**src/rtl/mssd_serial_demux.sv**
```systemverilog
// Serial frame decoder: start bit, 2-bit port, 4-bit length, len+1 payload bits, stop bit.
// Payload bits are steered onto one of four registered port outputs with a valid strobe.
module mssd_serial_demux (
  input  logic       clk,
  input  logic       rst,
  input  logic       SerIn,
  output logic       outValid,
  output logic [1:0] pn,
  output logic       error,
  output logic       p3,
  output logic       p2,
  output logic       p1,
  output logic       p0
);

  typedef enum logic [2:0] {
    IDLE,
    PORT,
    LEN,
    DATA,
    STOP
  } state_t;

  state_t      state, state_n;
  logic [1:0]  sub_cnt, sub_cnt_n;
  logic        pn_hi, pn_hi_n;
  logic [1:0]  pn_n;
  logic [2:0]  len_sh, len_sh_n;
  logic [3:0]  data_cnt, data_cnt_n;
  logic [3:0]  p_q, p_n;
  logic        out_valid_n, error_n;

  always_ff @(posedge clk) begin
    if (rst) begin
      state    <= IDLE;
      sub_cnt  <= '0;
      pn_hi    <= 1'b0;
      pn       <= '0;
      len_sh   <= '0;
      data_cnt <= '0;
      p_q      <= '0;
      outValid <= 1'b0;
      error    <= 1'b0;
    end else begin
      state    <= state_n;
      sub_cnt  <= sub_cnt_n;
      pn_hi    <= pn_hi_n;
      pn       <= pn_n;
      len_sh   <= len_sh_n;
      data_cnt <= data_cnt_n;
      p_q      <= p_n;
      outValid <= out_valid_n;
      error    <= error_n;
    end
  end

  always_comb begin
    state_n     = state;
    sub_cnt_n   = sub_cnt;
    pn_hi_n     = pn_hi;
    pn_n        = pn;
    len_sh_n    = len_sh;
    data_cnt_n  = data_cnt;
    p_n         = '0;
    out_valid_n = 1'b0;
    error_n     = 1'b0;
    case (state)
      IDLE: begin
        if (!SerIn) begin
          state_n   = PORT;
          sub_cnt_n = '0;
        end
      end
      PORT: begin
        // pn is only published once both port bits are in, so it holds during the next port field
        if (sub_cnt == 2'd0) begin
          pn_hi_n   = SerIn;
          sub_cnt_n = 2'd1;
        end else begin
          pn_n      = {pn_hi, SerIn};
          sub_cnt_n = '0;
          state_n   = LEN;
        end
      end
      LEN: begin
        if (sub_cnt == 2'd3) begin
          data_cnt_n = {len_sh, SerIn};
          sub_cnt_n  = '0;
          state_n    = DATA;
        end else begin
          len_sh_n  = {len_sh[1:0], SerIn};
          sub_cnt_n = sub_cnt + 2'd1;
        end
      end
      DATA: begin
        // down-counter reaches zero on the last payload bit, so len=15 gives 16 bits without wrap
        out_valid_n = 1'b1;
        p_n[pn]     = SerIn;
        if (data_cnt == 4'd0) begin
          state_n = STOP;
        end else begin
          data_cnt_n = data_cnt - 4'd1;
        end
      end
      STOP: begin
        error_n = ~SerIn;
        state_n = IDLE;
      end
      default: state_n = IDLE;
    endcase
  end

  assign {p3, p2, p1, p0} = p_q;

endmodule

```
**config.mk**
```make
export PLATFORM = sky130hd
export DESIGN_NAME = mssd_serial_demux
export DESIGN_NICKNAME = d
export VERILOG_FILES = /design/src/rtl/mssd_serial_demux.sv
export SDC_FILE = /design/constraint.sdc
export NUM_CORES = 1
export LEC_CHECK = 0
export CORE_UTILIZATION = 58
export CTS_CLUSTER_SIZE = 28
export DETAILED_ROUTE_END_ITERATION = 10
export PLACE_DENSITY = 0.83
export SYNTH_ARGS = -nofsm -noshare
export SYNTH_HDL_FRONTEND = slang
export SYNTH_SLANG_ARGS = --single-unit
```
**constraint.sdc**
```tcl
create_clock -name clk -period 4 [get_ports clk]
set_clock_uncertainty 0.2 [all_clocks]
set_input_delay 0.8 -clock clk [delete_from_list [all_inputs] [get_ports clk]]
set_output_delay 0.8 -clock clk [all_outputs]
set_load 0.1 [all_outputs]
```
## Yosys cells after proc, flatten, opt, wreduce, memory -nomap -nowiden

Cells that the tools add are included.

| word-level totals | value |
|---|---|
| flip-flop bits (word level) | 21 |
| input bits | 3 |

| operators by class | value |
|---|---|
| add/sub/neg operators | 2 |
| $lt $le $gt $ge | 2 |
| equal/unequal tests | 10 |
| mux-type cells | 15 |
| bitwise gates (word level) | 6 |
| reduce and logical (&&, ||, !) cells | 14 |

Operators with widths:

| cell | number |
|---|---|
| $mux 3 | 4 |
| $pmux 3 s4 | 1 |
| $ne 2x2->1 const B | 5 |
| $mux 4 | 2 |
| $pmux 4 s2 | 1 |
| $reduce_and 2->1 | 4 |
| $eq 3x2->1 const B | 2 |
| $pmux 2 s3 | 1 |
| $not 1->1 | 5 |
| $and 4x4->4 | 1 |
| $logic_not 4->1 | 1 |
| $mux 2 | 2 |
| $reduce_and 4->1 | 1 |
| $reduce_or 2->1 | 2 |
| $sub 4x1->4 const B | 1 |
| $eq 3x1->1 const B | 1 |
| $eq 3x3->1 const B | 1 |
| $logic_not 3->1 | 1 |
| $lt 2x3->1 const B | 1 |
| $mux 1 | 3 |
| $reduce_and 3->1 | 1 |
| $reduce_bool 3->1 | 1 |
| $add 2x1->2 const B | 1 |
| $demux 1 s2 | 1 |
| other kinds (5) | 5 |

## Depth between registers and ports, before layout

| logic depth | value |
|---|---|
| word-level depth | 5 |
| depth in mapped cells | 5 |
| depth with buffers taken out | 5 |

## Worst setup path before layout

Ideal clock, no wire load.

| timing path | value |
|---|---|
| path type | flip-flop to output port |
| from | register pn[1] |
| to | output port pn[1] |
| data arrival time | 0.976 ns |
| required time | 3.000 ns |
| setup slack | 2.024 ns |
| stages on the path, launching flop included | 1 |
| buffers on the path | 0 |
| cells stage by stage | dfxtp_1 |

RTL lines:

| element | line | RTL |
|---|---|---|
| start: declaration | 8 | `output logic [1:0] pn,` |
| start signal: assignment | 48 | `pn <= pn_n;` |

No word-level cell between the ends.

## Final worst setup path

| timing path | value |
|---|---|
| from | register pn[0] |
| to | output port pn[0] |

No word-level cell between the ends.

==> parameters.txt <==
Parameter                              Value

Worst setup path
  Largest delay share family, worst path    buffers and inverters
  Launching point of the worst reg2reg path    state[0]
  Critical path capture point type    primary output
  Category of the worst setup path launch point    flip-flop
  Longest individual stage delay on the worst path    1.17 ns
  CP max stage cell    sky130_fd_sc_hd__clkdlybuf4s50_1
  Total buffers and inverters traversed by the critical path    1
  Worst setup path category    flip-flop to primary output
  Biggest fanout along the worst timing path    6
  Required time at the endpoint of the critical path    3.00 ns
  Cells traversed along the worst timing path    clkdlybuf4s50_1
  Arrival time at the worst endpoint    1.91 ns
  Worst setup path startpoint    pn[0]

Detailed routing
  Routed via count divided by cell count    6.273
  Initial DRC count    23
  DRC violations left    1
  DR vias    803
  Number of detailed-routing iterations run before antenna repair    7
  Average wire length per cell after detail routing    14.54 um
  Routed wire length    1.861 mm
  Final ANT Viol Nets    0

Power
  Static leakage    0.4049 nW
  Proportion of power drawn by combinational gates    11.9%
  Pwr/cell area    328.4 nW/um2
  Relative contribution of sequential cells to total power    60.6%
  Worst IR Drop VDD    0.2498 mV
  Cell Int Power    0.0002713 W
  Net switching component of the power    0.0001002 W
  Switching power share of the total    26.97%
  Clock share of power    27.5%

Global routing
  Number of global-route vias before repair    709
  First-pass GRT wire length    3.332 mm
  Largest net degree at the start of global routing    22
  Antenna violations before repair    0
  GR Util All Layers    23.54%
  Final global-route overflow total    0

CTS
  Number of hold buffers added after CTS    0
  # Post-CTS Setup Buffers    0
  Clk Latency, worst-skew pair    0.31 ns
  Number of levels in the clock H-tree    1
  Root buf cell    sky130_fd_sc_hd__clkbuf_4
  TritonCTS Buffers    3
  Largest buffer count on any clock path    2
  Number of clock sinks    21
  Clock Pin Slew Worst Setup and Hold Paths    0.12 ns
  Clock tree from TritonCTS    yes
  Post-cts sizing count    0

Timing
  Setup violation total in the final timing report    0
  Slew HR    35.13%
  Timing-limited maximum frequency    0.3438 GHz
  Final worst-path cycle share    72.72%
  Tightest Pin Transition    0.9701 ns
  Count of final hold-check violations    0
  Unrepaired setup endpoints after global routing    no
  Final sum of negative setup slack    0 ns
  Post-layout min period    2.909 ns
  Count of pins over their slew limit    0

Final layout
  Leading cell type in the layout, fill and taps excluded    sky130_fd_sc_hd__dfxtp_1
  Net count, final    119
  Area growth from synthesis to final layout    12.02%
  Storage cell area    420.4 um2
  Filler instances    121
  Fraction of layout cells with a size suffix above 1    8.929%
  Final design utilization    72.55%
  Area occupied by multi-input gates    529.3 um2
  Most frequent cells in the layout    sky130_fd_sc_hd__dfxtp_1 (21), sky130_fd_sc_hd__clkdlybuf4s50_1 (10), sky130_fd_sc_hd__inv_1 (9), sky130_fd_sc_hd__mux2i_1 (9), sky130_fd_sc_hd__nor2_1 (9)
  N_diodes    0

Logic synthesis
  Post-Syn Nets    110
  Total of flip-flops plus latches after synthesis    21
  Mean instance size in the synthesized netlist    9.709 um2
  Share of the yosys chip area belonging to registers    41.64%
  Synthesized instance count    104
  Netlist cell types    34
  Netlist Area Pre-Place    1010 um2
  Synth Warn #    0

Placement
  Half-perimeter wire length after placement    1.331 mm
  Buffers added on ports    10
  Final weighted congestion of routability-driven global placement    0.8407

Floorplanning
  Placeable core region    1559 um2
  Area of the die    1912 um2
  X dimension of the die    43.73 um
  Row cnt    14
  Starting utilization of the core area    64.77%
  Die height    43.73 um
  Top-level I/O count    11

Run status
  Violated checks    DRC
  Status    finished, violations left

Min path
  Hold/Removal Path Class    flip-flop to flip-flop
  Hold_sp    pn_hi

Run
  Max-capacitance violation count    0
cells in the mapped netlist, drive strengths merged:
cell     instances  area (um2)
dfxtp           21       420.4
inv              9       33.78
mux2i            9       90.09
nor2             9       33.78
nor3b            5       37.54
o21ai            4       20.01
a211oi           3       22.52
and2             3       18.77
and4bb           3       41.29
buf              3       15.01
clkbuf           3       11.26
ha               3       37.54
nor4             3       18.77
a2111oi          2       17.52
a21oi            2       10.01
nand2b           2       12.51
nor2b            2       12.51
nor4b            2       30.03
o32ai            2       17.52
or4b             2       20.02
a31oi            1       6.260
and3             1       6.260
and4             1       8.760
nand2            1       3.750
nand3b           1       7.510
nor3             1       5.000
nor4bb           1       10.01
o21a             1       7.510
o311ai           1       8.760
o31ai            1       7.510
or3              1       6.260
or4              1       11.26
state kept, by name, summed over array words and instances (netlist names):
signal	flops
data_cnt	4
error	1
len_sh	3
outValid	1
p_q	4
pn	2
pn_hi	1
state	3
sub_cnt	2
power by group through the flow:
stage	Clock (W)	Combinational [W]	Sequential, W
floorplan	0	0.0000371	0.000226
global placement	0	0.0000419	0.000229
detailed placement	0	0.0000431	0.000230
CTS	0.000103	0.0000439	0.000225
global route	0.000111	0.0000489	0.000227
finish	0.000102	0.0000441	0.000225
stage by stage:
stage	setup WS (ns)	cell area (um2)	power [W]	hold slack, ns	std cells
5_1_grt	1.062	1131	0.0003872	0.3439	128
3_3_place_gp	1.439	1104	0.0002712	0.2799	124
4_1_cts	1.105	1131	0.0003720	0.3253	128
2_1_floorplan	2.024	1010	0.0002629	0.2601	104
6_report	1.091	1131	0.0003714	0.3182	128
3_5_place_dp	1.423	1104	0.0002730	0.2991	124
final timing paths:
path                                    end  slack [ns]  cells after the start
worst max-delay path                  pn[0]        1.09                      1
worst min register to register        pn[1]        0.32                      2
worst max register to register  data_cnt[2]        2.10                      3
worst min-delay path                  pn[1]        0.32                      2
cells by family (layout without fill, tap and decap cells):
kind of cell    Yosys count  after routing  share of synthesized area [%]
compound gates           17             17                          11.65
fa+ha+maj                 3              3                          3.718
buf+inv                  15             23                          5.947
flops                    21             21                          41.64
mux                       9              9                          8.922
simple gates             39             39                          28.13
cell type report:
class | instances | share of cell area [%]
Multi-Input combinational cell | 68 | 46.79
Sequential cell | 21 | 37.17
Timing Repair Buffer | 10 | 8.850
Inverter | 9 | 2.987
Clock buffer | 3 | 1.991
Tap cell | 16 | 1.770
Clock inverter | 1 | 0.4425
metal layers:
metal	track usage [%]	part of all wire, %
met5	0	0
met1	32.02	49
met2	37.31	47
met3	5.417	3.5
met4	6.875	0.75
(Power assumes the default switching activity.)
